--- src/rtl/mem_port_arbiter_pkg.sv ---
// Shared types and constants for the fetch/data memory port arbiter.
package arb_pkg;

    typedef enum logic [1:0] {
        ARB_IDLE  = 2'd0,
        ARB_FETCH = 2'd1,
        ARB_DATA  = 2'd2
    } arb_state_t;

    // Width of the data-grant streak counter; holds max_streak values up to 15.
    localparam int unsigned ARB_STREAK_W = 4;

endpackage

--- src/rtl/mem_port_arbiter_starve_counter.sv ---
// Fetch starvation guard: counts consecutive data grants made while fetch waits.
// Only compiled when ARB_STARVE_GUARD_EN is defined.
`ifdef ARB_STARVE_GUARD_EN
module starve_counter
    import arb_pkg::*;
#(
    parameter int unsigned max_streak = 4
) (
    input  logic clock,
    input  logic reset,
    input  logic grant_fetch,
    input  logic grant_data,
    input  logic fetch_req,
    output logic at_limit
);

    logic [ARB_STREAK_W-1:0] streak_q;

    // Streak count: bump on a data grant that passes over a waiting fetch, clear otherwise.
    always_ff @(posedge clock) begin
        if (reset) begin
            streak_q <= '0;
        end else if (grant_fetch) begin
            streak_q <= '0;
        end else if (grant_data) begin
            streak_q <= fetch_req ? streak_q + 1'b1 : '0;
        end
    end

    assign at_limit = (streak_q == ARB_STREAK_W'(max_streak));

endmodule
`endif

--- src/rtl/mem_port_arbiter.sv ---
// Arbitrates a single memory port between a fetch requester and a load/store
// requester. Data has priority; defining ARB_STARVE_GUARD_EN adds a streak
// limit that forces a fetch grant after max_streak data grants in a row.
module mem_port_arbiter
    import arb_pkg::*;
#(
    parameter int unsigned bus_width  = 32,
    parameter int unsigned max_streak = 4
) (
    input  logic                 clock,
    input  logic                 reset,
    input  logic                 fetch_req,
    input  logic [bus_width-1:0] fetch_addr,
    output logic                 fetch_valid,
    output logic [bus_width-1:0] fetch_rdata,
    input  logic                 data_req,
    input  logic                 data_we,
    input  logic [bus_width-1:0] data_addr,
    input  logic [bus_width-1:0] data_wdata,
    output logic                 data_valid,
    output logic [bus_width-1:0] data_rdata,
    output logic                 mem_req,
    output logic                 mem_we,
    output logic [bus_width-1:0] mem_addr,
    output logic [bus_width-1:0] mem_wdata,
    input  logic                 mem_ready,
    input  logic [bus_width-1:0] mem_rdata,
    output logic                 fetch_freeze
);

    if (max_streak < 1 || max_streak > 15) begin : g_bad_max_streak
        $error("mem_port_arbiter: max_streak must be in 1..15");
    end

    arb_state_t           state_q, state_d;
    logic                 grant_fetch, grant_data;
    logic                 force_fetch;
    logic                 busy;
    logic [bus_width-1:0] cap_addr, cap_wdata;
    logic                 cap_we;

`ifdef ARB_STARVE_GUARD_EN
    starve_counter #(
        .max_streak(max_streak)
    ) u_starve_counter (
        .clock      (clock),
        .reset      (reset),
        .grant_fetch(grant_fetch),
        .grant_data (grant_data),
        .fetch_req  (fetch_req),
        .at_limit   (force_fetch)
    );
`else
    assign force_fetch = 1'b0;
`endif

    // State register.
    always_ff @(posedge clock) begin
        if (reset) begin
            state_q <= ARB_IDLE;
        end else begin
            state_q <= state_d;
        end
    end

    // Arbitration in idle, completion detection while busy.
    always_comb begin
        state_d     = state_q;
        grant_fetch = 1'b0;
        grant_data  = 1'b0;
        case (state_q)
            ARB_IDLE: begin
                grant_fetch = fetch_req & (~data_req | force_fetch);
                grant_data  = data_req & ~grant_fetch;
                if (grant_fetch) begin
                    state_d = ARB_FETCH;
                end else if (grant_data) begin
                    state_d = ARB_DATA;
                end
            end
            ARB_FETCH, ARB_DATA: begin
                if (mem_ready) begin
                    state_d = ARB_IDLE;
                end
            end
            default: state_d = ARB_IDLE;
        endcase
    end

    // Capture the winner's payload so requester changes cannot disturb the transaction.
    always_ff @(posedge clock) begin
        if (reset) begin
            cap_addr  <= '0;
            cap_we    <= 1'b0;
            cap_wdata <= '0;
        end else if (grant_fetch) begin
            cap_addr  <= fetch_addr;
            cap_we    <= 1'b0;
            cap_wdata <= '0;
        end else if (grant_data) begin
            cap_addr  <= data_addr;
            cap_we    <= data_we;
            cap_wdata <= data_wdata;
        end
    end

    // Completion: route read data to the owner and pulse its valid for one cycle.
    always_ff @(posedge clock) begin
        if (reset) begin
            fetch_valid <= 1'b0;
            data_valid  <= 1'b0;
            fetch_rdata <= '0;
            data_rdata  <= '0;
        end else begin
            fetch_valid <= 1'b0;
            data_valid  <= 1'b0;
            if (mem_ready && state_q == ARB_FETCH) begin
                fetch_valid <= 1'b1;
                fetch_rdata <= mem_rdata;
            end else if (mem_ready && state_q == ARB_DATA) begin
                data_valid <= 1'b1;
                data_rdata <= cap_we ? '0 : mem_rdata;
            end
        end
    end

    assign busy         = (state_q == ARB_FETCH) || (state_q == ARB_DATA);
    assign mem_req      = busy;
    assign mem_we       = busy & cap_we;
    assign mem_addr     = busy ? cap_addr  : '0;
    assign mem_wdata    = busy ? cap_wdata : '0;
    assign fetch_freeze = fetch_req & ~fetch_valid;

endmodule

--- config.mk ---
export PLATFORM = sky130hd
export DESIGN_NAME = mem_port_arbiter
export DESIGN_NICKNAME = d
export VERILOG_FILES = /design/src/rtl/mem_port_arbiter_pkg.sv /design/src/rtl/mem_port_arbiter_starve_counter.sv /design/src/rtl/mem_port_arbiter.sv
export SDC_FILE = /design/constraint.sdc
export NUM_CORES = 1
export LEC_CHECK = 0
export BUFFER_PORTS_ARGS = -buffer_cell sky130_fd_sc_hd__buf_2
export CAP_MARGIN = 5
export CORE_MARGIN = 1
export CORE_UTILIZATION = 25
export CTS_CLUSTER_SIZE = 40
export DETAILED_ROUTE_END_ITERATION = 8
export SKIP_LAST_GASP = 1
export SYNTH_ARGS = -nofsm -noshare
export SYNTH_HDL_FRONTEND = slang
export SYNTH_HIERARCHICAL = 1
export SYNTH_SLANG_ARGS = --single-unit
--- constraint.sdc ---
create_clock -name clock -period 1.45 [get_ports clock]
set_input_delay 0.2175 -clock clock [delete_from_list [all_inputs] [get_ports clock]]
set_output_delay 0.2175 -clock clock [all_outputs]
set_load 0.05 [all_outputs]
# Word-level counts from Yosys, hierarchy flattened
# Cells that the tools add are included.
dict set report word_totals {
  ff_bits 133
  in_bits 134
  out_inout_bits 133
}
dict set report op_classes {
  eq_ne 4
  n_mux 13
  bitwise_logic 8
  reduce_logical 10
}
# operator n
set ops {}
lappend ops {{two-way mux 32 bit} 5}
lappend ops {{two-way mux 2 bit} 3}
lappend ops {{OR reduction 2 bit} 3}
lappend ops {{bitwise AND 1 bit} 4}
lappend ops {{two-way mux 1 bit} 4}
lappend ops {{inverter 1 bit} 4}
lappend ops {{case mux 2 bit (2 select lines)} 1}
lappend ops {{AND reduction 2 bit} 2}
lappend ops {{!= test 3 bit (second input constant)} 1}
lappend ops {{equality test 2 x 1 -> 1 bit (second input constant)} 1}
lappend ops {{equality test 2 bit (second input constant)} 1}
lappend ops {{logical AND 1 bit} 2}
lappend ops {{logical NOT 2 bit} 1}
lappend ops {{!= test 2 bit (second input constant)} 1}
lappend ops {{nonzero test 2 bit} 1}
lappend ops {{logical OR 1 bit} 1}

# Logic depth before layout (Yosys ltp)
dict set report depth {
  depth_word 7
  ltp_mapped 7
  depth_no_buf 5
}

# Worst setup path after synthesis
# Ideal clock, no wire load.
dict set report synth_path {
  kind {reg2out}
  startpoint {register state_q[0]}
  endpoint {output mem_addr[12]}
  arrival_time_ns 1.937
  required_time_ns 1.233
  slack_ns -0.704
  path_stages_with_launch 6
  n_path_buf 2
  cell_sequence {dfxtp_1 > inv_1 > ha_1 > clkbuf_1 > clkbuf_1 > and2_1}
}
dict set report synth_via {
  elab_chain_len 3
  elab_cells_between_ends 4
  classes_between {2 x eq/ne; 1 x mux; 1 x reduce/logical}
}
# element line
set synth_lines {}
lappend synth_lines {{from (decl)} mem_port_arbiter.sv:35} ;# arb_state_t state_q, state_d;
lappend synth_lines {{from (signal assigned)} mem_port_arbiter.sv:62} ;# state_q <= state_d;
lappend synth_lines {{equality test 2 x 1 -> 1 bit or equality test 2 bit (tied branches)} mem_port_arbiter.sv:127} ;# assign busy = (state_q == ARB_FETCH) || (state_q == ARB_DATA);
lappend synth_lines {{logical OR 1 bit (*)} mem_port_arbiter.sv:127}
lappend synth_lines {{via mem_req} mem_port_arbiter.sv:22} ;# output logic mem_req,
lappend synth_lines {{two-way mux 32 bit (*)} mem_port_arbiter.sv:130} ;# assign mem_addr = busy ? cap_addr : '0;
lappend synth_lines {{to (decl)} mem_port_arbiter.sv:24} ;# output logic [bus_width-1:0] mem_addr,
# The timed path passes the listed nets; every way through them passes the cells marked *.

# Worst setup path in the final report
dict set report layout_path {
  startpoint {register state_q[0]}
  endpoint {output mem_wdata[14]}
}
dict set report layout_via {
  elab_chain_len 3
  elab_cells_between_ends 4
  classes_between {2 x eq/ne; 1 x mux; 1 x reduce/logical}
}
# element line
set layout_lines {}
lappend layout_lines {{equality test 2 x 1 -> 1 bit or equality test 2 bit (tied branches)} mem_port_arbiter.sv:127}
lappend layout_lines {{logical OR 1 bit (*)} mem_port_arbiter.sv:127}
lappend layout_lines {{two-way mux 32 bit (*)} mem_port_arbiter.sv:131} ;# assign mem_wdata = busy ? cap_wdata : '0;
lappend layout_lines {{to (decl)} mem_port_arbiter.sv:25} ;# output logic [bus_width-1:0] mem_wdata,
# Mark *: on every way between the ends. The rest lies on a longest branch, timed or not.

==> impl_metrics.env <==
export IMPL_htree_levels=4
export IMPL_largest_net_degree_at_the_start_of_global_routing=39
export IMPL_utilization=0.481
export IMPL_die_area_sq_mm=0.0212
export IMPL_cts_root_buf="sky130_fd_sc_hd__clkbuf_16"
export IMPL_switching_share=0.324
export IMPL_share_comb_of_total_power=0.257
export IMPL_dieWidth_um=145
export IMPL_yosysUniqueCellTypes=26
export IMPL_gp_routability_congestion=0.789
export IMPL_final_net_count=1025
export IMPL_cts_buffers=17
export IMPL_num_vias=5458
export IMPL_layout_drive_gt1_share=0.656
export IMPL_most_common_layout_cells="sky130_fd_sc_hd__buf_2 (201), sky130_fd_sc_hd__dfxtp_1 (131), sky130_fd_sc_hd__buf_6 (77)"
export IMPL_timing_final_hold_violations=0
export IMPL_worst_path_max_fanout=16
export IMPL_setup_worst_path_start_class="flop"
export IMPL_finalInstanceArea_sq_mm=0.00974
export IMPL_ys_warn_count=6
export IMPL_clk_path_buf_depth=2
export IMPL_setup_worst_path_class="flop to primary output"
export IMPL_die_height_um=145
export IMPL_ranking_of_synthesized_cells_by_area="sky130_fd_sc_hd__dfxtp_1 (52%), sky130_fd_sc_hd__a22o_1 (11%), sky130_fd_sc_hd__nand2_1 (9.6%), sky130_fd_sc_hd__and2_1 (8.0%), sky130_fd_sc_hd__a311oi_1 (5.3%)"
export IMPL_worst_pin_slew_ns=0.270
export IMPL_max_slew_margin_rel=0.820
export IMPL_register_area_share_after_synthesis=0.518
export IMPL_timing_hold_ws_ns=0.0178
export IMPL_postSynthNetCount=703
export IMPL_synth_largest_area_cell="sky130_fd_sc_hd__dfxtp_1"
export IMPL_gr_total_overflow=0
export IMPL_cts_sinks=133
export IMPL_ir_worst_vdd_mv=0.775
export IMPL_initial_utilization=0.254
export IMPL_switchingPower_mw=3.68
export IMPL_pwr_density_cell_mw_per_mm2=1170
export IMPL_min_delay_start="mem_rdata[10]"
export IMPL_core_area_sq_mm=0.0202
export IMPL_period_share=1.28
export IMPL_timing_hold_worst_class="input pin to flop"
export IMPL_preCtsSetupSlack_ns=-0.0871
export IMPL_power_static_leakage_nw=4.49
export IMPL_grtUsageTotal=0.169
export IMPL_p_int_mw=7.69
export IMPL_dp_hpwl_um=11900
export IMPL_final_max_slew_violation_count=0
export IMPL_via_count_of_the_first_global_routing_pass=5215
export IMPL_routed_via_density=4.66
export IMPL_drt_pass1_iterations=4
export IMPL_share_clk_of_total_power=0.389
export IMPL_clock_tree_from_tritoncts="built"
export IMPL_io_buffers=266
export IMPL_totalWireLength_um=19900
export IMPL_place_area_sq_mm=0.00715
export IMPL_worst_path_arrival_time_ns=1.64
export IMPL_avgSynthCellArea_sq_um=9.11
export IMPL_p_total_mw=11.4
export IMPL_status="finished, violations left"
export IMPL_yosys_register_bits=133
export IMPL_placement_rows=52
export IMPL_crit_start="state_q[0]$_SDFFE_PP0P_"
export IMPL_drc=0
export IMPL_path_clk_slew_ns=0.07
export IMPL_final_min_clock_period_ns=1.86
export IMPL_drt_iter0_drc=142
export IMPL_area_growth_synth_to_final_pct=89.3
export IMPL_post_synth_inst_count=565
export IMPL_worst_slack_ns=-0.409
export IMPL_leading_cell_type_in_the_layout_fill_and_taps_excluded="sky130_fd_sc_hd__buf_2"
export IMPL_failing_checks="negative setup slack"
export IMPL_rsz_0062_raised_after_global_routing="yes"
export IMPL_seq_power_share=0.354
export IMPL_worstReg2RegStart="state_q[1]$_SDFFE_PP0P_"
export IMPL_antenna_found_initial=2
export IMPL_final_setup_skew_ns=0.00704
export IMPL_critical_path_required_ns=1.23
export IMPL_wire_length_of_the_first_global_routing_pass_um=28100
export IMPL_synth_top_cell_area_share=0.518
export IMPL_setup_worst_path_end_class="primary output"
export IMPL_setup_violations=197
export IMPL_worst_skew_pair_late_latency_ns=0.42
export IMPL_synthesis_area_sq_mm=0.00514
export IMPL_pin_count=267
export IMPL_route_detailed_wl_per_inst_um=17.0
export IMPL_drt_antenna_violating_nets=0
export IMPL_drv_cap=0
export IMPL_max_clock_freq_ghz=0.538
## final cells by class
type / count / area (sq um)
clock buffers: 17 / 425
diodes: 1 / 2.50
fillers: 1844 / 10500
inverters: 4 / 17.5
well taps: 270 / 338
multi-input cells: 380 / 3040
clock inverters: 15 / 189
repair buffers: 351 / 3060
flip-flops and latches: 133 / 2670
## power by group through the flow
stage	Sequential (mW)	Combinational (mW)	Clock [mW]
after CTS	3.99	2.36	4.54
after global routing	4.05	3.07	4.68
after floorplan	4.23	1.03	0
after global placement	4.07	1.91	0
final	4.03	2.92	4.42
after detailed placement	4.06	1.93	0
## stage by stage
step	std cells	TNS (ns)
2_1_floorplan	565	-9.38
3_3_place_gp	1091	-2.29
3_5_place_dp	1091	-5.25
4_1_cts	1144	-33.57
5_1_grt	1170	-67.65
6_report	1171	-56.12
## worst max-delay path, stage by stage, from the launching register on
cell	delay (ns)
sky130_fd_sc_hd__dfxtp_2	0.33
sky130_fd_sc_hd__inv_2	0.05
sky130_fd_sc_hd__ha_4	0.35
sky130_fd_sc_hd__clkbuf_16	0.19
sky130_fd_sc_hd__and2_2	0.15
sky130_fd_sc_hd__buf_6	0.15
## Yosys cell counts, drive strengths merged
master and number:
a21oi 36, a22o 64, a311oi 32, a31o 1, a31oi 1, and2 66, and4bb 1, buf 35
clkbuf 13, dfxtp 133, ha 4, inv 4, nand2 131, nand2b 1, nand3 1, nand3b 1
nand4 1, nor2 32, nor2b 4, nor3b 2, o21ai 2
## registers in the layout, summed over array words and instances (netlist names)
name / cells
cap_addr: 32
data_rdata: 32
state_q: 2
cap_wdata: 32
fetch_valid: 1
fetch_rdata: 32
cap_we: 1
data_valid: 1
## metal layers
layer | track usage | share of wire
met5 | 0 | 0.00086
met4 | 0.0637 | 0.025
met3 | 0.0549 | 0.069
met2 | 0.275 | 0.48
met1 | 0.209 | 0.42
## worst paths after layout
kind	end	cells past startpoint	slack, ns
max	mem_wdata[14]	5	-0.41
min	data_rdata[10]$_SDFFE_PP0P_	2	0.02
max reg2reg	cap_wdata[29]$_SDFFE_PP0P_	12	-0.33
min reg2reg	cap_wdata[0]$_SDFFE_PP0P_	2	0.45
## repair_timing
item                                   in CTS  in global routing
endpoints found under the hold margin       1                  1
pin swaps                                  13                 92
resized for setup                         163                207
hold buffers                                1                  1
setup buffers                              14                 18
gates cloned                                6                 11
setup endpoints to repair                 149                197
## cell families after synthesis
kind of cell	share of synthesized area
and+or+nand+nor	0.215
AOI/OAI and AO/OA	0.205
buffers and inverters	0.0530
DFF	0.518
adders and majority gates	0.00973
No activity file was read; power rests on OpenSTA's default activity.
